===== src/rtl/alu_pkg.sv =====
// Shared ALU definitions: opcode numbering, control-bit positions, datapath
// widths and the opcode-to-control decode used by the dispatcher.
package alu_pkg;

  localparam int ALU_CTRL_W = 13;
  localparam int DATA_W     = 16;
  localparam int IMM_W      = 5;
  localparam int OPC_W      = 4;

  typedef enum logic [OPC_W-1:0] {
    OP_ADD = 4'd0,
    OP_LD  = 4'd1,
    OP_ST  = 4'd2,
    OP_SUB = 4'd3,
    OP_MUL = 4'd4,
    OP_CMP = 4'd5,
    OP_MOV = 4'd6,
    OP_OR  = 4'd7,
    OP_AND = 4'd8,
    OP_NOT = 4'd9,
    OP_LSL = 4'd10,
    OP_LSR = 4'd11,
    OP_ASR = 4'd12
  } alu_opcode_e;

  localparam int SIG_ADD = 0;
  localparam int SIG_LD  = 1;
  localparam int SIG_ST  = 2;
  localparam int SIG_SUB = 3;
  localparam int SIG_MUL = 4;
  localparam int SIG_CMP = 5;
  localparam int SIG_MOV = 6;
  localparam int SIG_OR  = 7;
  localparam int SIG_AND = 8;
  localparam int SIG_NOT = 9;
  localparam int SIG_LSL = 10;
  localparam int SIG_LSR = 11;
  localparam int SIG_ASR = 12;

  typedef struct packed {
    logic                  illegal;
    logic [ALU_CTRL_W-1:0] ctrl;
    logic [DATA_W-1:0]     op1;
    logic [DATA_W-1:0]     op2;
    logic [IMM_W-1:0]      immx;
    logic                  isimm;
  } alu_op_t;

  // Opcodes past OP_ASR have no control bit; they travel with ctrl=0 and
  // the illegal flag so the result slot is still produced in order.
  function automatic alu_op_t decode_op(
    input logic [OPC_W-1:0]  opcode,
    input logic [DATA_W-1:0] a,
    input logic [DATA_W-1:0] b,
    input logic [IMM_W-1:0]  imm,
    input logic              use_imm
  );
    alu_op_t op;
    op.illegal = (opcode > OP_ASR);
    op.ctrl    = op.illegal ? '0 : (ALU_CTRL_W'(1) << opcode);
    op.op1     = a;
    op.op2     = b;
    op.immx    = imm;
    op.isimm   = use_imm;
    return op;
  endfunction

endpackage


===== src/rtl/sync_fifo.sv =====
// Synchronous FIFO with extra-MSB pointers for full/empty detection and a
// combinational read of the head entry.
module sync_fifo #(
  parameter int WIDTH = 8,
  parameter int DEPTH = 4
) (
  input  logic                     clk,
  input  logic                     rst,
  input  logic                     i_push,
  input  logic [WIDTH-1:0]         i_data,
  input  logic                     i_pop,
  output logic [WIDTH-1:0]         o_data,
  output logic                     o_full,
  output logic                     o_empty,
  output logic [$clog2(DEPTH):0]   o_count
);

  localparam int AW = $clog2(DEPTH);

  logic [WIDTH-1:0] r_mem [DEPTH];
  logic [AW:0]      r_wr_ptr;
  logic [AW:0]      r_rd_ptr;
  logic             w_push;
  logic             w_pop;

  assign o_full  = (r_wr_ptr[AW] != r_rd_ptr[AW]) &&
                   (r_wr_ptr[AW-1:0] == r_rd_ptr[AW-1:0]);
  assign o_empty = (r_wr_ptr == r_rd_ptr);
  assign o_count = r_wr_ptr - r_rd_ptr;
  assign o_data  = r_mem[r_rd_ptr[AW-1:0]];

  assign w_push = i_push && !o_full;
  assign w_pop  = i_pop && !o_empty;

  // NOTE: the storage array is deliberately not reset; occupancy lives only
  // in the pointers, so stale words are never presented as valid entries.
  always_ff @(posedge clk) begin
    if (w_push) begin
      r_mem[r_wr_ptr[AW-1:0]] <= i_data;
    end
  end

  // NOTE: sequential state uses non-blocking assignments so every register
  // samples pre-edge values regardless of block ordering.
  always_ff @(posedge clk) begin
    if (rst) begin
      r_wr_ptr <= '0;
      r_rd_ptr <= '0;
    end else begin
      if (w_push) r_wr_ptr <= r_wr_ptr + 1'b1;
      if (w_pop)  r_rd_ptr <= r_rd_ptr + 1'b1;
    end
  end

endmodule


===== src/rtl/alu_dispatch.sv =====
// Dispatches decoded ops to the clocked ALU and collects tagged results,
// with credit flow control so every issued op has a guaranteed result slot.
module alu_dispatch
  import alu_pkg::*;
#(
  parameter int IQ_DEPTH = 4,
  parameter int RQ_DEPTH = 4,
  parameter int TAG_W    = 4
) (
  input  logic                  clk,
  input  logic                  rst,
  input  logic                  flush,
  input  logic                  in_valid,
  output logic                  in_ready,
  input  logic [OPC_W-1:0]      in_opcode,
  input  logic [DATA_W-1:0]     in_op1,
  input  logic [DATA_W-1:0]     in_op2,
  input  logic [IMM_W-1:0]      in_immx,
  input  logic                  in_isimm,
  input  logic [TAG_W-1:0]      in_tag,
  output logic [ALU_CTRL_W-1:0] alusignals,
  output logic [DATA_W-1:0]     op1,
  output logic [DATA_W-1:0]     op2,
  output logic [IMM_W-1:0]      immx,
  output logic                  isimmediate,
  input  logic [DATA_W-1:0]     aluresult,
  output logic                  res_valid,
  input  logic                  res_ready,
  output logic [DATA_W-1:0]     res_data,
  output logic [TAG_W-1:0]      res_tag,
  output logic                  res_illegal
);

  localparam int IQ_W  = $bits(alu_op_t) + TAG_W;
  localparam int RQ_W  = 1 + DATA_W + TAG_W;
  localparam int IQ_CW = $clog2(IQ_DEPTH) + 1;
  localparam int RQ_CW = $clog2(RQ_DEPTH) + 1;

  logic              w_clr;

  alu_op_t           w_in_op;
  alu_op_t           w_iq_op;
  logic [TAG_W-1:0]  w_iq_tag;
  logic [IQ_W-1:0]   w_iq_din;
  logic [IQ_W-1:0]   w_iq_dout;
  logic              w_iq_push;
  logic              w_iq_full;
  logic              w_iq_empty;
  logic [IQ_CW-1:0]  w_iq_count;

  logic [RQ_W-1:0]   w_rq_din;
  logic [RQ_W-1:0]   w_rq_dout;
  logic              w_rq_pop;
  logic              w_rq_full;
  logic              w_rq_empty;
  logic [RQ_CW-1:0]  w_rq_count;
  logic              w_rq_illegal;
  logic [DATA_W-1:0] w_rq_data;
  logic [TAG_W-1:0]  w_rq_tag;

  logic [RQ_CW:0]    w_inflight;
  logic              w_issue;
  logic              w_unused;

  logic              r_s1_v;
  logic [TAG_W-1:0]  r_s1_tag;
  logic              r_s1_illegal;
  logic              r_s2_v;
  logic [TAG_W-1:0]  r_s2_tag;
  logic              r_s2_illegal;

  assign w_clr = rst || flush;

  // Intake: decode on entry so the issue stage only copies fields out.
  assign in_ready  = !rst && !w_iq_full;
  assign w_iq_push = in_valid && in_ready && !flush;
  assign w_in_op   = decode_op(in_opcode, in_op1, in_op2, in_immx, in_isimm);
  assign w_iq_din  = {w_in_op, in_tag};
  assign {w_iq_op, w_iq_tag} = w_iq_dout;

  sync_fifo #(
    .WIDTH (IQ_W),
    .DEPTH (IQ_DEPTH)
  ) u_iq (
    .clk     (clk),
    .rst     (w_clr),
    .i_push  (w_iq_push),
    .i_data  (w_iq_din),
    .i_pop   (w_issue),
    .o_data  (w_iq_dout),
    .o_full  (w_iq_full),
    .o_empty (w_iq_empty),
    .o_count (w_iq_count)
  );

  // Every op in S1, S2 or the RQ already owns a result slot; a slot freed
  // by this cycle's pop may be reused by the op issued at this edge.
  assign w_rq_pop   = !w_rq_empty && res_ready;
  assign w_inflight = {1'b0, w_rq_count}
                    + (RQ_CW+1)'(r_s1_v)
                    + (RQ_CW+1)'(r_s2_v)
                    - (RQ_CW+1)'(w_rq_pop);
  assign w_issue    = !w_iq_empty && (w_inflight < (RQ_CW+1)'(RQ_DEPTH));

  always_ff @(posedge clk) begin
    if (rst || flush) begin
      alusignals   <= '0;
      op1          <= '0;
      op2          <= '0;
      immx         <= '0;
      isimmediate  <= 1'b0;
      r_s1_v       <= 1'b0;
      r_s1_tag     <= '0;
      r_s1_illegal <= 1'b0;
      r_s2_v       <= 1'b0;
      r_s2_tag     <= '0;
      r_s2_illegal <= 1'b0;
    end else begin
      r_s1_v     <= w_issue;
      alusignals <= w_issue ? w_iq_op.ctrl : '0;
      if (w_issue) begin
        op1          <= w_iq_op.op1;
        op2          <= w_iq_op.op2;
        immx         <= w_iq_op.immx;
        isimmediate  <= w_iq_op.isimm;
        r_s1_tag     <= w_iq_tag;
        r_s1_illegal <= w_iq_op.illegal;
      end
      // S2 mirrors the ALU's own output register.
      r_s2_v       <= r_s1_v;
      r_s2_tag     <= r_s1_tag;
      r_s2_illegal <= r_s1_illegal;
    end
  end

  assign w_rq_din = {r_s2_illegal, (r_s2_illegal ? '0 : aluresult), r_s2_tag};

  sync_fifo #(
    .WIDTH (RQ_W),
    .DEPTH (RQ_DEPTH)
  ) u_rq (
    .clk     (clk),
    .rst     (w_clr),
    .i_push  (r_s2_v),
    .i_data  (w_rq_din),
    .i_pop   (w_rq_pop),
    .o_data  (w_rq_dout),
    .o_full  (w_rq_full),
    .o_empty (w_rq_empty),
    .o_count (w_rq_count)
  );

  assign {w_rq_illegal, w_rq_data, w_rq_tag} = w_rq_dout;

  assign res_valid   = !w_rq_empty;
  assign res_data    = res_valid ? w_rq_data : '0;
  assign res_tag     = res_valid ? w_rq_tag : '0;
  assign res_illegal = res_valid && w_rq_illegal;

  assign w_unused = ^{w_iq_count, w_rq_full};

endmodule


===== config.mk =====
export PLATFORM = sky130hd
export DESIGN_NAME = alu_dispatch
export DESIGN_NICKNAME = d
export VERILOG_FILES = /design/src/rtl/alu_pkg.sv /design/src/rtl/sync_fifo.sv /design/src/rtl/alu_dispatch.sv
export SDC_FILE = /design/constraint.sdc
export NUM_CORES = 1
export LEC_CHECK = 0
export CAP_MARGIN = 20
export CORE_MARGIN = 3
export CORE_UTILIZATION = 49
export CTS_BUF_LIST = sky130_fd_sc_hd__clkbuf_4 sky130_fd_sc_hd__clkbuf_8
export CTS_CLUSTER_DIAMETER = 40
export DETAILED_ROUTE_END_ITERATION = 16
export GPL_ROUTABILITY_DRIVEN = 1
export PLACE_DENSITY = 0.81
export SLEW_MARGIN = 10
export SYNTH_ARGS = -nofsm -noshare
export SYNTH_HDL_FRONTEND = slang
export SYNTH_SLANG_ARGS = --single-unit

===== constraint.sdc =====
create_clock -name clk -period 5.17 [get_ports clk]
set_input_delay 1.551 -clock clk [delete_from_list [all_inputs] [get_ports clk]]
set_output_delay 1.551 -clock clk [all_outputs]
set_load 0.1 [all_outputs]

==> metrics, run 1 <==
WHS=445 ps; Worst Path Required=3620 ps; Die H=179 um; Fillers=2075; RSZ-0062 raised after global routing=false; pre-CTS WS=1000 ps; Cell Area, Synth=14600 um^2; Row Count=62; Residual DRC=0; pin count of the biggest net entering global routing=58; # setup viols final=0; CTS max path bufs=3; PostCTS Resize Cnt=0; total die area=31900 um^2; Final Routed Wirelength=28800 um; setup slack after layout=1130 ps; Placer Congestion=0.746; Relative slew margins=28.3%; Antenna diodes=0; Via Count=7848; DP Cell Count=1308; Critical Path End Type=output pin; min cycle time layout=4040 ps; critical path launch point type=input port; dpl hpwl=16300 um; library cells used by synthesis=35; Worst Max-Slew Pin Slew=1070 ps; initial antenna violation count=2; crit path kind=input port to output pin; largest fanout on the critical path=3; Iteration-0 DRC Markers=620; CTS tree=built; worst-skew pair later-pin latency=600 ps; Post-CTS Setup Bufs=0; Mean Syn Cell Area=17.9 um^2; multi-input logic area=3510 um^2; sequential area share after synthesis=74.2%; drt via density=5.51; CTS Hold Buffers Added=0; DR pass1 iterations=5; LEAKAGE=5.88 nW; Layout Area Growth over Synthesis=21.8%; port bufs=140; syn_nets=898; cts bufs inserted=60; Hold Crit Class=flop to flop; Finished Layout Cells=1424; final hold violation count=0; global-route wire length before repair=44800 um; Reg area=10800 um^2; Die Wd=179 um; post-route ant nets=0; GRT Util Overall=18.2%; Synth warnings=0; grt total ovfl=0; flops & latches, synth=387; Initial Util=50.3%; Nets=1073; Fmax=247 MHz; TritonCTS Sinks=387; Crit path arrival time=2490 ps; Clk pin slew, worst setup/hold paths=60 ps; P per Cell Area=363 nW/um^2; Max-cap violations=0; via count of the first global-routing pass=8139; share of cells above drive strength 1=22.3%; r2r setup slk=1860 ps; core footprint=29000 um^2; Slew Viols, Final=0; H-tree levels=2; period utilization=78.2%; Cells after Synth=814; Fin Setup TNS=0 ps; WL/cell=20.2 um; status=complete, no violations; Fin Clk Skew=29.5 ps; maximum VDD drop=267 uV; Ports=141; CTS root buffer=clkbuf_8
## state kept, by name (all words and copies together) (netlist names), 3 cells and up, named ones only
signal,flops
r_s2_tag,4
op2,16
u_iq.r_rd_ptr,3
u_iq.r_mem,224
op1,16
u_rq.r_rd_ptr,3
r_s1_tag,4
u_iq.r_wr_ptr,3
u_rq.r_mem,84
immx,5
alusignals,13
u_rq.r_wr_ptr,3
## metrics by stage
step	cell area [um^2]	utilization, %	total power, mW
finish	17800	61.2	6.45
global route	17800	61.2	6.68
CTS	17700	61.0	6.50
detailed placement	16400	56.4	3.80
global placement	16400	56.4	3.79
floorplan	14600	-	3.66
## cells in the mapped netlist
cell type	number	area (um^2)
a211oi_2	1	12.5
a21oi_1	51	255
a311oi_1	1	8.76
a31o_2	1	8.76
a31oi_1	1	6.26
a31oi_2	1	12.5
and2_1	37	231
buf_1	1	3.75
buf_2	10	50.1
buf_4	5	37.5
buf_6	3	33.8
clkbuf_1	26	97.6
dfxtp_1	79	1580
edfxtp_1	308	9250
fa_1	1	20.0
ha_1	16	200
inv_1	15	56.3
mux2i_1	1	10.0
mux4_2	77	1730
nand2_1	5	18.8
nand2b_1	4	25.0
nand3_1	48	240
nand3_2	1	10.0
nor2_1	21	78.8
nor2b_1	29	181
nor3_1	6	30.0
nor4_1	1	6.26
o21a_1	1	7.51
o21ai_0	36	180
o21ai_1	11	55.1
or2_2	1	6.26
or3_1	2	12.5
xnor2_1	9	78.8
xnor3_1	1	22.5
xor2_1	3	26.3
## logic make-up (layout without fill, tap and decap cells)
group	count (synthesis)	after routing	synth area share (%)
XOR/XNOR	13	13	0.875
multiplexers	78	78	12.0
AND/OR/NAND/NOR	155	155	5.76
adder cells (fa/ha/maj)	17	17	1.51
flip-flops	387	387	74.2
AO/OA/AOI/OAI	104	104	3.75
buffers and inverters	60	286	1.91
## where the power goes
| part | total (mW) | switching (mW) | internal [mW] | leakage (nW) |
|---|---|---|---|---|
| Sequential | 3.40 | 0.0204 | 3.38 | 3.49 |
| Combinational | 0.333 | 0.207 | 0.126 | 1.70 |
| Clock | 2.72 | 1.16 | 1.56 | 0.702 |
## placed cells by master, fill, tap and decap left out, types with 2 or more instances in the layout
cell and n:
edfxtp_1 308, clkdlybuf4s50_1 117, mux4_2 77, dfxtp_1 77, clkbuf_8 71, a21oi_1 51, nand3_1 47, o21ai_0 36
buf_4 35, and2_1 33, nor2b_1 29, nor2_1 20, ha_1 16, inv_1 15, clkbuf_4 14, clkinv_1 12
o21ai_1 11, xnor2_1 9, clkinv_2 8, nor3_1 6, nand2_1 5, nand2b_1 4, and2_2 4, bufinv_16 4
xor2_1 3, buf_12 3, nand3_2 2, or3_1 2, inv_8 2, clkinv_4 2, buf_16 2
## final cells by class
cell class | instances | share of cell area (%)
flip-flops and latches | 387 | 61.0
multi-input cells | 367 | 19.7
repair buffers | 158 | 8.80
clock buffers | 85 | 6.09
well taps | 384 | 2.70
clock inverters | 28 | 1.38
inverters | 15 | 0.317
## critical path, stage by stage
cell             delay [ps]
clkdlybuf4s50_1         440
a31oi_1                 180
buf_4                   320
## layer usage
metal  wire (um)  share of wire, %  global-route usage (%)  vias to the layer above
li1            -                 -                       -                     3528
met1       11800                41                    24.3                     3929
met2       14100                49                    29.9                      322
met3        2280               7.9                    4.53                       65
met4         539               1.9                    5.29                        4
met5          25             0.087                       0                        -
## path summary, 6_finish.rpt
path                         start     endpoint  depth (start not counted)
setup reg to reg  u_rq.r_wr_ptr[0]      immx[0]                         14
hold / removal         r_s1_tag[1]  r_s2_tag[1]                          1
setup / recovery               rst     in_ready                          3
hold reg to reg        r_s1_tag[1]  r_s2_tag[1]                          1
No activity file was read; power rests on OpenSTA's default activity.
==> run 2, diff against run 1 <==
- clock period: 5.17 -> 3.8 ns (I/O delays scaled with it)
==> run 2 against run 1 <==
Against the previous run:
- sequential power up 36%
- setup slack got worse by 720 ps
- flip-flop and latch count did not move
- power is 30% higher
- utilization increased by 0.39 points
- sequential share of layout area decreased by 0.38 points
- via count is 0.61% higher
- combinational power increased by 36%
- register-to-register slack got worse by 1100 ps
- clock power increased by 23%
- clock-buffer cell count shrank 4
==> metrics, run 2 (same netlist as run 1, synthesis figures left out) <==
core footprint=29000 um^2 (unchanged); P per Cell Area=471 nW/um^2 (+30%); critical path's largest stage delay=650 ps (+210 ps); CTS root buffer=clkbuf_8; Initial Util=50.3% (unchanged); Residual DRC=0 (unchanged); Slew Viols, Final=0 (unchanged); grt total ovfl=0 (unchanged); crit path kind=flop to output pin; period utilization=89.3%; Clk pin slew, worst setup/hold paths=60 ps (about the same); Relative slew margins=38.6% (+10 points); Largest register FFs=224 (unchanged); pin count of the biggest net entering global routing=58 (unchanged); H-tree levels=2 (unchanged); Fin Setup TNS=0 ps (unchanged); PostCTS Resize Cnt=0 (unchanged); initial antenna violation count=2 (unchanged); Post-CTS Setup Bufs=0 (unchanged); Worst Max-Slew Pin Slew=919 ps (-154 ps); Placer Congestion=0.731 (-2.0%); Worst Path Required=2660 ps (-960 ps); cts bufs inserted=58 (-3.3%); drt via density=5.51 (about the same); Iteration-0 DRC Markers=631 (+1.8%); Critical Path End Type=output pin; crit-path cells=buf_4, mux4_2, and2_1, buf_12; worst-skew pair later-pin latency=590 ps (about the same); maximum VDD drop=346 uV (+29%); share of cells above drive strength 1=28.2% (+5.9 points); Final Power=8.42 mW (+30%); Critical-path top delay cell=dfxtp_1; GRT Util Overall=18.3% (+0.15 points); hold path cells=1 (unchanged); Final Routed Wirelength=28900 um (+0.55%); Row Count=62 (unchanged); Hold Path Origin=r_s1_tag[1]; TritonCTS Sinks=387 (unchanged); WHS Endpoint=r_s2_tag[1]; critical path launch point type=flop; CTS max path bufs=3 (unchanged); Fmax=295 MHz; r2r setup slk=810 ps (-1050 ps); largest fanout on the critical path=11 (+8); Ports=141 (unchanged); commonest cells after routing, fill and taps aside=edfxtp_1, mux4_2, dfxtp_1; pre-CTS WS=148 ps (-855 ps); WHS=454 ps (+8.58 ps); setup slack after layout=408 ps (-717 ps); Max-cap violations=0 (unchanged); Die H=179 um (unchanged); # setup viols final=0 (unchanged); RSZ-0062 raised after global routing=false; Antenna diodes=0 (unchanged); fin area=17900 um^2 (+0.63%); Fillers=2094 (+0.92%); Nets=1083 (+0.93%); Fin Clk Skew=31.5 ps (+2.03 ps); post-placement cell area=16700 um^2 (+1.9%); Crit path arrival time=2250 ps (-240 ps); LEAKAGE=6.05 nW (+2.7%); buffers and inverters on the worst path=2 (unchanged); min cycle time layout=3390 ps; FF-to-FF Start=u_rq.r_wr_ptr[0]; dpl hpwl=17200 um (+5.8%); Layout Area Growth over Synthesis=22.6%; R2R cell count=13 (-1); total die area=31900 um^2 (unchanged); Crit Reg-Reg Endpoint=op2[11]; Via Count=7896 (+0.61%); port bufs=140 (unchanged); final hold violation count=0 (unchanged); global-route wire length before repair=45200 um (+0.89%); via count of the first global-routing pass=8290 (+1.9%); status=complete, no violations; Die Wd=179 um (unchanged); CTS tree=built; commonest non-fill, non-tap cell in the layout=edfxtp_1; DR pass1 iterations=5 (unchanged); CTS Hold Buffers Added=0 (unchanged); WL/cell=20.2 um (about the same); post-route ant nets=0 (unchanged); Hold Crit Class=flop to flop; Top Family by Delay on Critical Path=flip-flops
run 2: cell count changes in the layout (fill, tap and decap cells not counted), sizes merged:
cell / before / now
clkbuf: 85 / 81
buf: 41 / 104
clkinvlp: 0 / 3
clkdlybuf4s50: 117 / 66
inv: 17 / 16
clkinv: 22 / 23
bufinv: 4 / 1
run 2: metal layers:
metal | up-vias | global-route usage (%) | wire [um]
li1 | 3545 | - | -
met1 | 4040 | 24.1 | 11600
met2 | 256 | 31.0 | 14900
met3 | 51 | 3.98 | 1940
met4 | 4 | 5.26 | 527
met5 | - | 0 | 29
run 2: layout make-up:
class	instances	area [um^2]	share of cell area (%)
Clock buffer	81	996	5.57
Inverter	15	56.3	0.315
Clock inverter	28	178	0.994
Tap cell	384	480	2.69
Multi-Input combinational cell	367	3510	19.6
Timing Repair Buffer	170	1820	10.2
Sequential cell	387	10800	60.6
run 2: power breakdown:
part	leakage (nW)	switching (mW)	internal [mW]	total [mW]
combinational	1.93	0.279	0.175	0.454
clock	0.626	1.56	1.78	3.34
sequential	3.49	0.0292	4.60	4.63
total	6.05	1.86	6.56	8.42
run 2: through the flow:
| step | util, % | cells |
|---|---|---|
| finish | 61.6 | 1432 |
| global route | 61.6 | 1432 |
| CTS | 61.5 | 1431 |
| detailed placement | 57.5 | 1322 |
| global placement | 57.5 | 1322 |
| floorplan | - | 814 |
run 2: how the worst max path moves through the flow:
stage | depth (start not counted) | to | slack (ps)
after detailed placement | 11 | flop | 150
after global placement | 11 | immx[4] | 260
after floorplan | 4 | u_iq.r_mem[3][0] | 100
after CTS | 4 | res_tag[2] | 330
final | 4 | res_tag[0] | 410
after global routing | 4 | res_data[13] | 240
==> run 3, diff against run 2 <==
- PLACE_DENSITY: 0.81 -> 0.67
==> run 3 against run 2 <==
Against the previous run:
- sequential power about the same
- via count is 2.3% lower
- critical path depth stayed put
- combinational power is 0.9% lower
- critical endpoint is now res_data[8]
==> metrics, run 3 (same netlist as run 1, synthesis figures left out) <==
Via Count=7715 (-2.3%); dpl hpwl=17500 um (+1.7%); Layout Area Growth over Synthesis=23.7%; Fmax=287 MHz (-2.5%); Row Count=62 (unchanged); CTS Hold Buffers Added=0 (unchanged); Fin Setup TNS=0 ps (unchanged); GR Util met3=3.87% (-0.11 points); maximum VDD drop=320 uV (-7.4%); drt via density=5.36 (-2.8%); # setup viols final=0 (unchanged); met1 usage=24.4% (+0.31 points); commonest cells after routing, fill and taps aside=edfxtp_1, mux4_2, dfxtp_1; WHS=448 ps (-5.48 ps); share of cells above drive strength 1=28.7% (+0.50 points); port bufs=140 (unchanged); largest fanout on the critical path=9 (-2); Critical Path End Type=output pin; Die H=179 um (unchanged); WL/cell=20.2 um (-0.27%); Reg area=10800 um^2 (unchanged); Nets=1088 (+0.46%); via count of the first global-routing pass=8206 (-1.0%); crit path kind=flop to output pin; CTS root buffer=clkbuf_8; Max-cap violations=0 (unchanged); period utilization=91.6% (+2.3 points); Fin Clk Skew=34.4 ps (+2.86 ps); CTS max path bufs=3 (unchanged); CTS tree=built; final hold violation count=0 (unchanged); R2R cell count=13 (unchanged); Crit path arrival time=2340 ps (+90 ps); Relative slew margins=44.4% (+5.7 points); Placer Congestion=0.734 (+0.48%); commonest non-fill, non-tap cell in the layout=edfxtp_1; Largest register FFs=224 (unchanged); LEAKAGE=6.12 nW (+1.3%); Hold Crit Class=flop to flop; initial antenna violation count=4 (+2); DR pass1 iterations=5 (unchanged); pin count of the biggest net entering global routing=58 (unchanged); core footprint=29000 um^2 (unchanged); H-tree levels=2 (unchanged); most used routing layer=met2; Final Routed Wirelength=29000 um (+0.28%); Worst Path Required=2660 ps (about the same); Final Power=8.74 mW (+3.7%); Fillers=2121 (+1.3%); RSZ-0062 raised after global routing=false; Worst Setup EP=res_data[8]; Residual DRC=0 (unchanged); grt total ovfl=0 (unchanged); multi-input logic area=3510 um^2 (unchanged); Die Wd=179 um (unchanged); total die area=31900 um^2 (unchanged); GRT Util Overall=18.6% (+0.23 points); Worst Max-Slew Pin Slew=835 ps (-84.5 ps); status=complete, no violations; cts bufs inserted=61 (+5.2%); worst-skew pair later-pin latency=600 ps (about the same); critical path launch point type=flop; met2 Use GR=31.4% (+0.32 points); global-route wire length before repair=45400 um (+0.49%); post-route ant nets=0 (unchanged); PostCTS Resize Cnt=0 (unchanged); FF-to-FF Start=u_rq.r_wr_ptr[0]; Clk pin slew, worst setup/hold paths=60 ps (about the same); Post-CTS Setup Bufs=0 (unchanged); Slew Viols, Final=0 (unchanged); TritonCTS Sinks=387 (unchanged); Ports=141 (unchanged); Iteration-0 DRC Markers=611 (-3.2%); P per Cell Area=484 nW/um^2 (+2.8%); Initial Util=50.3% (unchanged); min cycle time layout=3480 ps (+87.3 ps); r2r setup slk=760 ps (-50 ps)
-- run 3: cell count changes in the layout (fill, tap and decap cells not counted), moves of 2 or more --
cell        previous run  this run
clkbuf_8              62        70
clkinv_2              14         7
clkbuf_4              19        23
clkinvlp_4             3         0
buf_12                29        31
bufinv_16              1         3
diode_2                0         2
-- run 3: worst min path at each step --
stage,endpoint,slack [ps],from,cells past startpoint
final,r_s2_tag[3],450,r_s1_tag[3],1
after global routing,r_s2_tag[1],470,r_s1_tag[1],1
after CTS,r_s2_tag[1],450,r_s1_tag[1],1
after detailed placement,r_s2_tag[1],440,r_s1_tag[1],1
after global placement,r_s2_tag[1],430,r_s1_tag[1],1
after floorplan,r_s2_illegal,420,r_s1_illegal,1
-- run 3: per-stage QoR --
| step | instances | area (um^2) | setup WS (ps) | utilization [%] |
|---|---|---|---|---|
| floorplan | 814 | 14600 | 98.1 | - |
| global placement | 1325 | 16700 | 129 | 57.7 |
| detailed placement | 1325 | 16700 | 40.0 | 57.7 |
| CTS | 1438 | 18000 | 220 | 62.2 |
| global route | 1440 | 18000 | 135 | 62.2 |
| finish | 1440 | 18000 | 321 | 62.2 |
-- run 3: critical path, cell delays in order (launching register included) --
cell	delay, ps
dfxtp_1	570
buf_4	310
mux4_2	510
and2_1	200
buf_12	170
-- run 3: layer usage --
| layer | wire length [um] | share of wire (%) |
|---|---|---|
| met5 | 23 | 0.079 |
| met2 | 14600 | 50 |
| met4 | 710 | 2.4 |
| met3 | 1650 | 5.7 |
| met1 | 12100 | 42 |
-- run 3: power by group --
| group | leakage (nW) | internal, mW | switching, mW | total (mW) |
|---|---|---|---|---|
| registers | 3.49 | 4.60 | 0.0285 | 4.63 |
| logic | 1.93 | 0.170 | 0.279 | 0.450 |
| clock network | 0.705 | 2.11 | 1.54 | 3.65 |
-- run 3: cell type report --
type	count	area share (%)
flip-flops and latches	387	60.0
multi-input cells	367	19.5
repair buffers	172	10.2
clock buffers	93	6.29
well taps	384	2.66
clock inverters	20	0.998
inverters	15	0.312
diodes	2	0.0277
